[src/rtl/checker_pixel_renderer.sv]
// Pixel-colour stage for the checkers display. Three-register pipeline:
// S1 decodes the board square and issues the board RAM read, S2 computes
// the squared distance from the square centre, S3 resolves colour priority
// against the RAM data and registers the DAC outputs.
module checker_pixel_renderer #(
    parameter int H_VIS_START  = 144,
    parameter int V_VIS_START  = 35,
    parameter int BOARD_X      = 80,
    parameter int BOARD_Y      = 0,
    parameter int SQUARE       = 60,
    parameter int PIECE_R      = 24,
    parameter int BLINK_FRAMES = 30
) (
    input  logic       clk,
    input  logic       rst,
    input  logic [9:0] h_count,
    input  logic [9:0] v_count,
    input  logic       hsync_in,
    input  logic       vsync_in,
    input  logic [2:0] cursor_row,
    input  logic [2:0] cursor_col,
    input  logic       sel_valid,
    input  logic [2:0] sel_row,
    input  logic [2:0] sel_col,
    output logic [5:0] board_rd_addr,
    input  logic [2:0] board_rd_data,
    output logic [7:0] vga_r,
    output logic [7:0] vga_g,
    output logic [7:0] vga_b,
    output logic       vga_blank_n,
    output logic       hsync_out,
    output logic       vsync_out
);
    localparam int OW = $clog2(SQUARE);
    localparam int CW = $clog2(BLINK_FRAMES);

    typedef struct packed {
        logic          vis;
        logic          inb;
        logic [2:0]    row;
        logic [2:0]    col;
        logic [OW-1:0] ox;
        logic [OW-1:0] oy;
    } s1_t;

    typedef struct packed {
        logic       vis;
        logic       inb;
        logic [2:0] row;
        logic [2:0] col;
        logic       border;
        logic [11:0] d2;
    } s2_t;

    s1_t s1, s1_c;
    s2_t s2, s2_c;
    logic [1:0] hs_d, vs_d;
    logic [11:0] x, y, base_x, base_y;
    logic signed [6:0] dx, dy;
    logic signed [13:0] dx2, dy2;
    logic [7:0] r_c, g_c, b_c;
    logic [2:0] cur_row_sh, cur_col_sh, sel_row_sh, sel_col_sh;
    logic sel_v_sh, blink_on;
    logic [CW-1:0] frame_cnt;
    logic frame_start;

    // Offsets relative to the board origin; negative values wrap high so a
    // single unsigned compare against the board size covers both edges.
    assign x = {2'b00, h_count} - 12'(H_VIS_START + BOARD_X);
    assign y = {2'b00, v_count} - 12'(V_VIS_START + BOARD_Y);
    assign frame_start = (h_count == 10'd0) && (v_count == 10'd0);

    // S1 decode: visibility, board membership, square index via compare chain
    always_comb begin
        s1_c     = '0;
        base_x   = '0;
        base_y   = '0;
        s1_c.vis = (h_count >= 10'(H_VIS_START)) && (h_count < 10'(H_VIS_START + 640)) &&
                   (v_count >= 10'(V_VIS_START)) && (v_count < 10'(V_VIS_START + 480));
        s1_c.inb = s1_c.vis && (x < 12'(8 * SQUARE)) && (y < 12'(8 * SQUARE));
        for (int i = 1; i < 8; i++) begin
            if (x >= 12'(i * SQUARE)) begin
                s1_c.col = 3'(i);
                base_x   = 12'(i * SQUARE);
            end
            if (y >= 12'(i * SQUARE)) begin
                s1_c.row = 3'(i);
                base_y   = 12'(i * SQUARE);
            end
        end
        s1_c.ox = OW'(x - base_x);
        s1_c.oy = OW'(y - base_y);
    end

    // S2 geometry: centre distance squared and square border flag
    always_comb begin
        dx        = 7'(s1.ox) - 7'(SQUARE / 2);
        dy        = 7'(s1.oy) - 7'(SQUARE / 2);
        dx2       = dx * dx;
        dy2       = dy * dy;
        s2_c      = '0;
        s2_c.vis  = s1.vis;
        s2_c.inb  = s1.inb;
        s2_c.row  = s1.row;
        s2_c.col  = s1.col;
        s2_c.d2   = 12'(dx2) + 12'(dy2);
        s2_c.border = (s1.ox < OW'(3)) || (s1.oy < OW'(3)) ||
                      (s1.ox >= OW'(SQUARE - 3)) || (s1.oy >= OW'(SQUARE - 3));
    end

    // S3 colour priority against board RAM data returned this cycle
    always_comb begin
        r_c = 8'd0;
        g_c = 8'd0;
        b_c = 8'd0;
        if (!s2.vis || !s2.inb) begin
            r_c = 8'd0;
        end else if (sel_v_sh && s2.border && s2.row == sel_row_sh && s2.col == sel_col_sh) begin
            g_c = 8'd255;
        end else if (blink_on && s2.border && s2.row == cur_row_sh && s2.col == cur_col_sh) begin
            b_c = 8'd255;
        end else if (board_rd_data[0] && board_rd_data[2] &&
                     s2.d2 < 12'((PIECE_R / 2) * (PIECE_R / 2))) begin
            r_c = 8'd255; g_c = 8'd215;
        end else if (board_rd_data[0] && s2.d2 < 12'(PIECE_R * PIECE_R)) begin
            if (board_rd_data[1]) begin
                r_c = 8'd40; g_c = 8'd40; b_c = 8'd40;
            end else begin
                r_c = 8'd255;
            end
        end else if (s2.row[0] ^ s2.col[0]) begin
            r_c = 8'd181; g_c = 8'd136; b_c = 8'd99;
        end else begin
            r_c = 8'd240; g_c = 8'd217; b_c = 8'd181;
        end
    end

    // Pipeline registers; syncs idle high so a flushed pipe emits inactive sync
    always_ff @(posedge clk or negedge rst) begin
        if (!rst) begin
            s1            <= '0;
            s2            <= '0;
            board_rd_addr <= '0;
            hs_d          <= '1;
            vs_d          <= '1;
            hsync_out     <= 1'b1;
            vsync_out     <= 1'b1;
            vga_r         <= '0;
            vga_g         <= '0;
            vga_b         <= '0;
            vga_blank_n   <= 1'b0;
        end else begin
            s1 <= s1_c;
            if (s1_c.inb) board_rd_addr <= {s1_c.row, s1_c.col};
            s2          <= s2_c;
            hs_d        <= {hs_d[0], hsync_in};
            vs_d        <= {vs_d[0], vsync_in};
            hsync_out   <= hs_d[1];
            vsync_out   <= vs_d[1];
            vga_r       <= r_c;
            vga_g       <= g_c;
            vga_b       <= b_c;
            vga_blank_n <= s2.vis;
        end
    end

    // Frame-start shadows and blink timer so highlights never tear mid-frame
    always_ff @(posedge clk or negedge rst) begin
        if (!rst) begin
            cur_row_sh <= '0;
            cur_col_sh <= '0;
            sel_v_sh   <= 1'b0;
            sel_row_sh <= '0;
            sel_col_sh <= '0;
            frame_cnt  <= '0;
            blink_on   <= 1'b1;
        end else if (frame_start) begin
            cur_row_sh <= cursor_row;
            cur_col_sh <= cursor_col;
            sel_v_sh   <= sel_valid;
            sel_row_sh <= sel_row;
            sel_col_sh <= sel_col;
            if (frame_cnt == CW'(BLINK_FRAMES - 1)) begin
                frame_cnt <= '0;
                blink_on  <= ~blink_on;
            end else begin
                frame_cnt <= frame_cnt + 1'b1;
            end
        end
    end
endmodule

[config.mk]
export PLATFORM = sky130hd
export DESIGN_NAME = checker_pixel_renderer
export DESIGN_NICKNAME = d
export VERILOG_FILES = /design/src/rtl/checker_pixel_renderer.sv
export SDC_FILE = /design/constraint.sdc
export NUM_CORES = 1
export LEC_CHECK = 0
export CORE_MARGIN = 10
export CORE_UTILIZATION = 45
export DETAILED_ROUTE_END_ITERATION = 7
export PLACE_DENSITY_LB_ADDON = 0.05
export SLEW_MARGIN = 25
export SYNTH_ARGS = -nofsm -noshare
export SYNTH_HDL_FRONTEND = slang
export SYNTH_SLANG_ARGS = --single-unit
[constraint.sdc]
create_clock -name clk -period 5.8 [get_ports clk]
set_input_delay 1.16 -clock clk [delete_from_list [all_inputs] [get_ports clk]]
set_output_delay 1.16 -clock clk [all_outputs]
set_load 0.02 [all_outputs]
==> impl_metrics.toml <==
[run_status]
status = "finished, final reports clean"

[floorplanning]
core_um2 = 15900
io_pins = 73
die_h_um = 148
start_util_pct = 46.0
num_rows = 46
die_area_um2 = 21800
die_w_um = 148

[yosys]
synthArstFlopShare_pct = 100
postSynthCellCount = 742
ys_seq_elements = 85
synth.distinct_cells = 67
syn_nets = 896
yosys.area.top_type_share_pct = 26.6
synth_area_um2 = 7340
yosys.cell_count.top_type = "inv_1"
netlist.top_cell.by_area = "dfrtp_1"
avgSynthCellArea_um2 = 9.89
synth_seq_area_share_pct = 29.1
synthFlopType = "dfrtp_1"
synth_edf_count = 0
ys_warn_count = 0
synth.area.top_cells = "dfrtp_1, fa_1, ha_1"
synthTopCellsByCount = "inv_1, dfrtp_1, fa_1"

[setup_path]
crit_path_end = "s2[10]$_DFF_PN0_"
path_max_fanout = 7
worstSetupPathType = "register to register"
r2r_cells = 19
cp-startpoint = "s1[7]$_DFF_PN0_"
end_kind = "register"
reg2reg_from = "s1[7]$_DFF_PN0_"
cp.arrival_ns = 5.81
crit_required_ns = 6.06
reg2reg_to = "s2[10]$_DFF_PN0_"
worst_setup_path_start_kind = "register"
r2r_slack_ns = 0.26

[sta]
relSlewSlack_pct = 55.5
post-route-min-period_ns = 5.54
maxSlewViolCount = 0
fmax_mhz = 180
fin_ws_ns = 0.258
hold_violations = 0
finalSetupViolations = 0
tightest_slew_ns = 0.665
finalCritPeriodShare_pct = 95.6
skew_ns = 0.00994
tns_ns = 0

[global_routing]
overflow = 0
grt_max_degree = 77
grt.total_usage_pct = 15.6
grt_pass1_wl_mm = 28.1
first_global_vias = 5740
antenna_found_initial = 0

[routing]
vias = 5393
routed_wirelength_mm = 16.6
firstDrtPassIters = 4
drc_errors = 0
detail_route.wl_per_cell_um = 15.9
antenna_left = 0
avgViaCountPerCell = 5.18
drtIter0Drc = 203

[place]
gp_congestion = 0.899
pre_cts_ws_ns = -0.118
portBuffers = 72
placed_area_um2 = 8360
dpl.hpwl_mm = 13.7

[cts]
cts-root-buf = "clkbuf_16"
htreeDepth = 3
cts_tree = "built"
cts_sinks = 85
cts-buffers-inserted = 9
cts.path.max_buffers = 2
insertion_delay_ns = 0.34
clkSlewWorstSetupHoldPaths_ns = 0.06
cts_hold_buf = 0

[finish]
antenna_cells = 0
postLayoutCoreUtil_pct = 54.8
fin_nets = 975
drive_above_1_share_pct = 11.7
area_delta_synth_final_pct = 19.0
fin_area_um2 = 8730

[worst_hold_path]
min_path_type = "register to register"

[run]
cap_violations = 0
critical path: stages, from the launching register on:
cell and delay (ns):
dfrtp_2 0.45, ha_1 0.24, nand3_1 0.13, xor2_2 0.18
nand2_2 0.10, fa_1 0.53, fa_1 0.57, inv_1 0.06
fa_1 0.52, inv_1 0.06, fa_1 0.50, fa_1 0.55
inv_1 0.05, fa_1 0.59, ha_4 0.23, a21o_1 0.16
a21oi_2 0.17, o21bai_1 0.08, a21oi_1 0.18, xnor2_1 0.13
per-stage QoR:
stage               cells  hold slack (ns)
floorplan             742            0.331
global placement     1023            0.336
detailed placement   1023            0.339
CTS                  1039            0.348
global route         1042            0.356
finish               1042            0.347
final cells by class:
| type | instances | area, um^2 |
|---|---|---|
| clock buffer | 10 | 239 |
| inverter | 125 | 470 |
| clock inverter | 6 | 46.3 |
| multi-input combinational | 501 | 4640 |
| tap | 216 | 270 |
| fill | 1409 | 7210 |
| sequential | 85 | 2140 |
| timing repair buffer | 99 | 925 |
what timing repair did:
action / CTS / global route
buffers inserted: 0 / 3
cloned: 0 / 0
endpoints found under the setup margin: 2 / 3
gates resized for setup: 2 / 15
pin swaps: 0 / 6
flip-flops by register name, summed over array words and instances, names as in the netlist:
name	count
sel_v_sh	1
vsync_out	1
cur_col_sh	3
vga_blank_n	1
frame_cnt	5
sel_col_sh	3
vga_r	6
board_rd_addr	6
s1	20
blink_on	1
s2	17
hsync_out	1
sel_row_sh	3
vga_b	5
vs_d	2
hs_d	2
cur_row_sh	3
vga_g	5
cells in the final DEF (no fill, tap or decap), types with 27 or more instances in the layout:
| master | netlist | routed |
|---|---|---|
| inv_1 | 123 | 121 |
| dfrtp_1 | 78 | 74 |
| fa_1 | 71 | 71 |
| clkdlybuf4s50_1 | 0 | 71 |
| nand2_1 | 45 | 43 |
| ha_1 | 43 | 42 |
| xnor2_1 | 43 | 40 |
| nor2_1 | 39 | 39 |
| a21oi_1 | 29 | 27 |
| buf_4 | 8 | 27 |
per-layer routing:
layer / up-vias / wire (um) / track usage, %
li1: 2598 / - / -
met3: 20 / 589 / 2.75
met5: - / 0 / 0
met1: 2660 / 7410 / 19.3
met2: 115 / 8280 / 27.0
met4: 0 / 323 / 4.86
kinds of logic (layout without fill, tap and decap cells):
| group | after synthesis | after routing | share of synthesized area, % |
|---|---|---|---|
| AND/OR/NAND/NOR | 180 | 180 | 12.2 |
| flip-flops | 85 | 85 | 29.1 |
| adder cells (fa/ha/maj) | 114 | 114 | 26.7 |
| AO/OA/AOI/OAI | 120 | 120 | 12.2 |
| multiplexers | 26 | 26 | 3.91 |
| buffers and inverters | 156 | 240 | 8.46 |
| XOR/XNOR | 61 | 61 | 7.47 |
worst min-delay path by stage:
stage,to,depth (start not counted),slack [ns],startpoint
floorplan,s2[13]$_DFF_PN0_,0,0.33,s1[12]$_DFF_PN0_
global placement,s2[19]$_DFF_PN0_,0,0.34,s1[18]$_DFF_PN0_
detailed placement,s2[13]$_DFF_PN0_,0,0.34,s1[12]$_DFF_PN0_
CTS,s2[17]$_DFF_PN0_,0,0.35,s1[16]$_DFF_PN0_
global route,vs_d[1]$_DFF_PN1_,0,0.36,vs_d[0]$_DFF_PN1_
finish,s2[17]$_DFF_PN0_,0,0.35,s1[16]$_DFF_PN0_
Power is left out: the tool's default activity adds up to more than one toggle a clock period on the data nets, which glitch-free logic cannot reach.
